$ cat src/rtl/display_timing_gen.sv
// Raster timing generator: pixel/line counters, syncs, data enable and frame pulses from shadowed timing.
// Latency: enable rise sampled at edge N -> pixel (0,0) presented in cycle N+2; every output is a flop.
// No backpressure: free-running once started; new timing is taken only at frame boundaries.
module display_timing_gen #(
    parameter int CNT_WIDTH = 16
) (
    input  logic                 clk,
    input  logic                 rst,
    input  logic                 disp_enable,
    input  logic [CNT_WIDTH-1:0] h_total,
    input  logic [CNT_WIDTH-1:0] h_active,
    input  logic [CNT_WIDTH-1:0] h_sync_start,
    input  logic [CNT_WIDTH-1:0] h_sync_end,
    input  logic [CNT_WIDTH-1:0] v_total,
    input  logic [CNT_WIDTH-1:0] v_active,
    input  logic [CNT_WIDTH-1:0] v_sync_start,
    input  logic [CNT_WIDTH-1:0] v_sync_end,
    input  logic [1:0]           sync_pol,
    output logic [CNT_WIDTH-1:0] h_cnt,
    output logic [CNT_WIDTH-1:0] v_cnt,
    output logic                 de,
    output logic                 hsync,
    output logic                 vsync,
    output logic                 frame_start,
    output logic                 line_start,
    output logic                 int_frame_done,
    output logic                 int_vsync_edge,
    output logic                 running,
    output logic                 cfg_err
);

    typedef struct packed {
        logic [CNT_WIDTH-1:0] total;
        logic [CNT_WIDTH-1:0] active;
        logic [CNT_WIDTH-1:0] sync_start;
        logic [CNT_WIDTH-1:0] sync_end;
    } axis_t;

    typedef enum logic [1:0] {
        ST_IDLE  = 2'd0,
        ST_CHECK = 2'd1,
        ST_RUN   = 2'd2
    } state_t;

    localparam logic [CNT_WIDTH-1:0] ONE = {{(CNT_WIDTH-1){1'b0}}, 1'b1};

    // One axis is usable when the active region is non-empty and the sync pulse sits inside the blanking.
    function automatic logic axis_ok(input axis_t a);
        return (a.active != '0) && (a.active <= a.sync_start) &&
               (a.sync_start < a.sync_end) && (a.sync_end <= a.total);
    endfunction

    state_t                 state_q, state_d;
    logic                   en_prev_q;
    axis_t                  sh_h_q, sh_h_d, sh_v_q, sh_v_d;
    logic [1:0]             sh_pol_q, sh_pol_d;
    logic [CNT_WIDTH-1:0]   h_cnt_q, h_cnt_d, v_cnt_q, v_cnt_d;
    logic                   de_q, de_d, hsync_q, hsync_d, vsync_q, vsync_d;
    logic                   frame_start_q, frame_start_d, line_start_q, line_start_d;
    logic                   frame_done_q, frame_done_d, vsync_edge_q, vsync_edge_d;
    logic                   running_q, running_d, cfg_err_q, cfg_err_d;

    axis_t                  in_h, in_v;
    logic                   cfg_ok, en_rise, h_last, v_last, at_end, load_shadow;
    logic                   hs_raw, vs_raw;

    assign in_h    = {h_total, h_active, h_sync_start, h_sync_end};
    assign in_v    = {v_total, v_active, v_sync_start, v_sync_end};
    assign cfg_ok  = axis_ok(in_h) && axis_ok(in_v);
    assign en_rise = disp_enable && !en_prev_q;
    assign h_last  = (h_cnt_q == sh_h_q.total - ONE);
    assign v_last  = (v_cnt_q == sh_v_q.total - ONE);
    assign at_end  = h_last && v_last;

    // State register.
    always_ff @(posedge clk or posedge rst) begin
        if (rst) begin
            state_q <= ST_IDLE;
        end else begin
            state_q <= state_d;
        end
    end

    // Next state: start on an enable rise, leave RUN only at the last pixel of a frame.
    always_comb begin
        state_d = state_q;
        case (state_q)
            ST_IDLE:  if (en_rise) state_d = ST_CHECK;
            ST_CHECK: state_d = cfg_ok ? ST_RUN : ST_IDLE;
            ST_RUN:   if (at_end && (!disp_enable || !cfg_ok)) state_d = ST_IDLE;
            default:  state_d = ST_IDLE;
        endcase
    end

    // Shadow reload, error flag and counter advance; a reload at the boundary restarts at (0,0) with no gap.
    always_comb begin
        load_shadow = (state_q == ST_CHECK) || ((state_q == ST_RUN) && at_end && disp_enable);
        sh_h_d      = load_shadow ? in_h : sh_h_q;
        sh_v_d      = load_shadow ? in_v : sh_v_q;
        sh_pol_d    = load_shadow ? sync_pol : sh_pol_q;
        cfg_err_d   = load_shadow ? !cfg_ok : cfg_err_q;
        h_cnt_d     = '0;
        v_cnt_d     = '0;
        if ((state_q == ST_RUN) && (state_d == ST_RUN) && !at_end) begin
            if (h_last) begin
                v_cnt_d = v_cnt_q + ONE;
            end else begin
                h_cnt_d = h_cnt_q + ONE;
                v_cnt_d = v_cnt_q;
            end
        end
    end

    // Output decode on the next counter values so every output lines up with the counters it is registered with.
    always_comb begin
        running_d     = (state_d == ST_RUN);
        hs_raw        = (h_cnt_d >= sh_h_d.sync_start) && (h_cnt_d < sh_h_d.sync_end);
        vs_raw        = (v_cnt_d >= sh_v_d.sync_start) && (v_cnt_d < sh_v_d.sync_end);
        de_d          = running_d && (h_cnt_d < sh_h_d.active) && (v_cnt_d < sh_v_d.active);
        hsync_d       = (running_d && hs_raw) ^ sh_pol_d[0];
        vsync_d       = (running_d && vs_raw) ^ sh_pol_d[1];
        line_start_d  = running_d && (h_cnt_d == '0);
        frame_start_d = line_start_d && (v_cnt_d == '0);
        vsync_edge_d  = line_start_d && (v_cnt_d == sh_v_d.sync_start);
        frame_done_d  = running_d && (h_cnt_d == sh_h_d.total - ONE) &&
                        (v_cnt_d == sh_v_d.total - ONE);
    end

    // Datapath and output registers.
    always_ff @(posedge clk or posedge rst) begin
        if (rst) begin
            en_prev_q     <= 1'b0;
            sh_h_q        <= '0;
            sh_v_q        <= '0;
            sh_pol_q      <= 2'b00;
            h_cnt_q       <= '0;
            v_cnt_q       <= '0;
            de_q          <= 1'b0;
            hsync_q       <= 1'b0;
            vsync_q       <= 1'b0;
            frame_start_q <= 1'b0;
            line_start_q  <= 1'b0;
            frame_done_q  <= 1'b0;
            vsync_edge_q  <= 1'b0;
            running_q     <= 1'b0;
            cfg_err_q     <= 1'b0;
        end else begin
            en_prev_q     <= disp_enable;
            sh_h_q        <= sh_h_d;
            sh_v_q        <= sh_v_d;
            sh_pol_q      <= sh_pol_d;
            h_cnt_q       <= h_cnt_d;
            v_cnt_q       <= v_cnt_d;
            de_q          <= de_d;
            hsync_q       <= hsync_d;
            vsync_q       <= vsync_d;
            frame_start_q <= frame_start_d;
            line_start_q  <= line_start_d;
            frame_done_q  <= frame_done_d;
            vsync_edge_q  <= vsync_edge_d;
            running_q     <= running_d;
            cfg_err_q     <= cfg_err_d;
        end
    end

    assign h_cnt          = h_cnt_q;
    assign v_cnt          = v_cnt_q;
    assign de             = de_q;
    assign hsync          = hsync_q;
    assign vsync          = vsync_q;
    assign frame_start    = frame_start_q;
    assign line_start     = line_start_q;
    assign int_frame_done = frame_done_q;
    assign int_vsync_edge = vsync_edge_q;
    assign running        = running_q;
    assign cfg_err        = cfg_err_q;

endmodule

$ cat config.mk
export PLATFORM = sky130hd
export DESIGN_NAME = display_timing_gen
export DESIGN_NICKNAME = d
export VERILOG_FILES = /design/src/rtl/display_timing_gen.sv
export SDC_FILE = /design/constraint.sdc
export NUM_CORES = 1
export LEC_CHECK = 0
export BUFFER_PORTS_ARGS = -buffer_cell sky130_fd_sc_hd__buf_2
export CORE_UTILIZATION = 40
export CTS_CLUSTER_DIAMETER = 100
export DETAILED_ROUTE_END_ITERATION = 8
export MAX_ROUTING_LAYER = met4
export PLACE_DENSITY = 0.58
export SETUP_SLACK_MARGIN = 0.2
export SLEW_MARGIN = 20
export SYNTH_ARGS = -nofsm -noshare
export SYNTH_HDL_FRONTEND = slang
export SYNTH_SLANG_ARGS = --single-unit
$ cat constraint.sdc
create_clock -name clk -period 5.52 [get_ports clk]
set_clock_uncertainty 0.1 [all_clocks]
set_input_delay 0.828 -clock clk [delete_from_list [all_inputs] [get_ports clk]]
set_output_delay 0.828 -clock clk [all_outputs]
set_load 0.005 [all_outputs]
==> run_results.csv <==
group,metric,value,unit
cts,ctsHoldBuffers,0,
synthesis,synth_top_family_by_area,"adder cells",
cells_and_area,fin_util,49.0,%
timing,tightest_slew,0.833,ns
critical_path,crit_buf_inv,3,
critical_path,cp_cell_sequence,"inv_1 > ha_4 > or4b_4 > o21ai_0 > a21oi_1 > o31ai_2 > nand4bb_4 > nor3_4 > nor2_4 > buf_4 > buf_16 > mux2i_1 > ha_1 > a21oi_1 > nor2b_1 > o21ai_0 > nand2b_1 > a21oi_1 > nor2b_1 > o21ai_0 > nand2b_1 > a211oi_1 > o2111ai_1 > xnor2_1",
critical_path,path_class,"flop to flop",
hold_path,min_path_type,"primary input to async pin",
synthesis,ys_types,74,
synthesis,synthArstFlopShare,100,%
critical_path,reg2reg_slack,0.38,ns
global_routing,grt_pass1_wl,70000,um
cells_and_area,syn_to_final_growth,20.2,%
detailed_routing,route.vias.total,12300,
pwr,ir_drop,0.255,mV
synthesis,syn_area,14100,sq um
cts,cts_buffers,17,
timing,slew_viol_final,0,
global_routing,grt_pass1_vias,12200,
synthesis,synthAdderAreaFrac,17.0,%
timing,hold_viol,0,
floorplanning,core,34600,sq um
timing,period_needed,5.14,ns
cts,clk_path_buf_depth,2,
pwr,static-leakage-power,9.20,nW
floorplanning,num_io_pins,174,
timing,worst_slack,0.379,ns
synthesis,syn_nets,1874,
global_routing,antenna_found_initial,2,
critical_path,r2r_cells,24,
synthesis,synth_area_per_cell,9.12,sq um
synthesis,yosys.area_share.simple,16.4,%
critical_path,cp_top_family,"compound AO/OA/AOI/OAI gates",
global_routing,grt_max_degree,131,
synthesis,synthFlopType,"dfrtp_1",
synthesis,synth.ff_latch_count,174,
placed_design,portBuffers,173,
detailed_routing,wl,46400,um
floorplanning,die_h,190,um
detailed_routing,postRouteAntennaNets,0,
critical_path,slowest_stage,"or4b_4",
synthesis,synth_xor_area_share,7.93,%
critical_path,cp_data_arrival_time,5.37,ns
floorplanning,die_x,190,um
placed_design,place_congestion,0.938,
cts,cts_tree,"yes",
timing,max_freq,195,MHz
floorplanning,num_rows,68,
timing,fin_setup_tns,0,ns
global_routing,grt_util_all_layers,26.4,%
critical_path,end_kind,"flop",
placed_design,hpwl,36600,um
detailed_routing,vias_per_cell,5.46,
cells_and_area,fin_area,17000,sq um
timing,report.final.setup_viol,0,
critical_path,required,5.75,ns
synthesis,synthMuxAreaShare,8.36,%
cts,clk_pin_slew,0.07,ns
critical_path,cpPeakStageDelay,0.49,ns
synthesis,synth_edf_count,0,
global_routing,overflow,0,
run,cap_violations,0,
detailed_routing,first_iter_violations,778,
run_status,status,"complete, no violations",
synthesis,synth_compound_area_share,12.1,%
floorplanning,start_util,40.8,%
synthesis,yosysWarnings,0,
critical_path,worstPathMaxFanout,18,
cts,cts-root-buf,"clkbuf_16",
cells_and_area,drive_above_1_share,19.7,%
critical_path,crit_cells,24,
placed_design,place_area,15800,sq um
cts,clk-insertion-delay-late,0.45,ns
detailed_routing,dr.pass1.iters,5,
timing,rsz0062_at_grt,"yes",
placed_design,post-place-ws,0.0480,ns
cts,clkSinkCount,174,
timing,relSlewSlack,43.9,%
synthesis,ys_seq_area_share,30.8,%
cells_and_area,layout_common_cells,"216 x inv_1, 190 x ha_1, 173 x buf_2, 167 x dfrtp_1, 108 x mux2i_1",
cells_and_area,nNetsFinal,2100,
timing,period_share,93.1,%
cts,h-tree-depth,4,
detailed_routing,drc_errors,0,
critical_path,start_kind,"flop",
detailed_routing,routedWlPerCell,20.7,um
timing,hold_ws,0.148,ns
synthesis,syn_inst,1549,
floorplanning,dieArea,36100,sq um
cells_and_area,final_common_cell,"inv_1",
pwr,powerDensity,318,nW/um^2
power by group:
part | total [mW] | switching, mW | internal [mW]
registers | 1.91 | 0.271 | 1.64
clock network | 1.25 | 0.568 | 0.680
logic | 2.24 | 1.24 | 0.998
per-layer routing:
| layer | vias to the layer above | GRT usage, % | share of wire [%] |
|---|---|---|---|
| li1 | 5915 | - | - |
| met1 | 5938 | 33.2 | 44 |
| met2 | 361 | 44.6 | 49 |
| met3 | 57 | 3.15 | 4.7 |
| met4 | 0 | 7.13 | 2.4 |
| met5 | - | - | 0 |
worst paths after layout:
kind                       startpoint    endpoint
min in group clk            en_prev_q  state_q[0]
hold / removal                    rst  sh_v_q[33]
setup reg to reg           sh_v_q[48]       hsync
hold reg to reg             en_prev_q  state_q[0]
max in group asynchronous         rst  sh_h_q[51]
setup / recovery           sh_v_q[48]       hsync
cells in the mapped netlist, types with 16 or more instances:
cell        n  area [sq um]
inv_1     217           815
xor2_1     40           350
o21ai_0    70           350
a21o_1     38           285
dfrtp_1   174          4350
nor2_1     81           304
nor2b_1    21           131
buf_2      27           135
nand4_1    46           288
or3_1      21           131
nand2_1    64           240
and3_1     16           100
xnor2_1    75           657
nand3_1    43           215
mux2i_1   109          1090
a21oi_1    61           305
nand2b_1   21           131
nor3_1     31           155
nor4_1     26           163
ha_1      192          2400
what timing repair did:
item / in CTS / in global routing
gates cloned: 1 / 3
setup endpoints to repair: 2 / 4
buffers inserted: 1 / 20
pin swaps: 2 / 19
resized for setup: 7 / 48
registers in the layout, indices dropped and copies added (netlist names):
register / flops
cfg_err: 1
hsync: 1
de: 1
sh_h_q: 64
h_cnt: 16
int_frame_done: 1
v_cnt: 16
sh_v_q: 64
en_prev_q: 1
running: 1
vsync: 1
frame_start: 1
state_q: 2
sh_pol_q: 2
line_start: 1
int_vsync_edge: 1
through the flow:
stage	power, mW	std cells
final	5.40	2246
after global routing	5.74	2245
after CTS	5.20	2220
after detailed placement	3.91	2186
after global placement	3.88	2186
after floorplan	3.34	1549
cell type report:
cell class | count | area, sq um
Timing Repair Buffer | 252 | 1610
Clock buffer | 18 | 439
Tap cell | 455 | 569
Inverter | 217 | 818
Multi-Input combinational cell | 1113 | 9020
Sequential cell | 174 | 4360
Fill cell | 3338 | 17700
Antenna cell | 3 | 7.51
Clock inverter | 14 | 141
logic make-up (layout without fill, tap and decap cells):
logic type / Yosys count / count (layout)
buffers and inverters: 262 / 501
other: 0 / 3
AO/OA/AOI/OAI: 266 / 266
AND/OR/NAND/NOR: 418 / 418
multiplexers: 117 / 117
adder cells (fa/ha/maj): 192 / 192
flip-flops: 174 / 174
XOR/XNOR: 120 / 120
No activity file was read; power rests on OpenSTA's default activity.
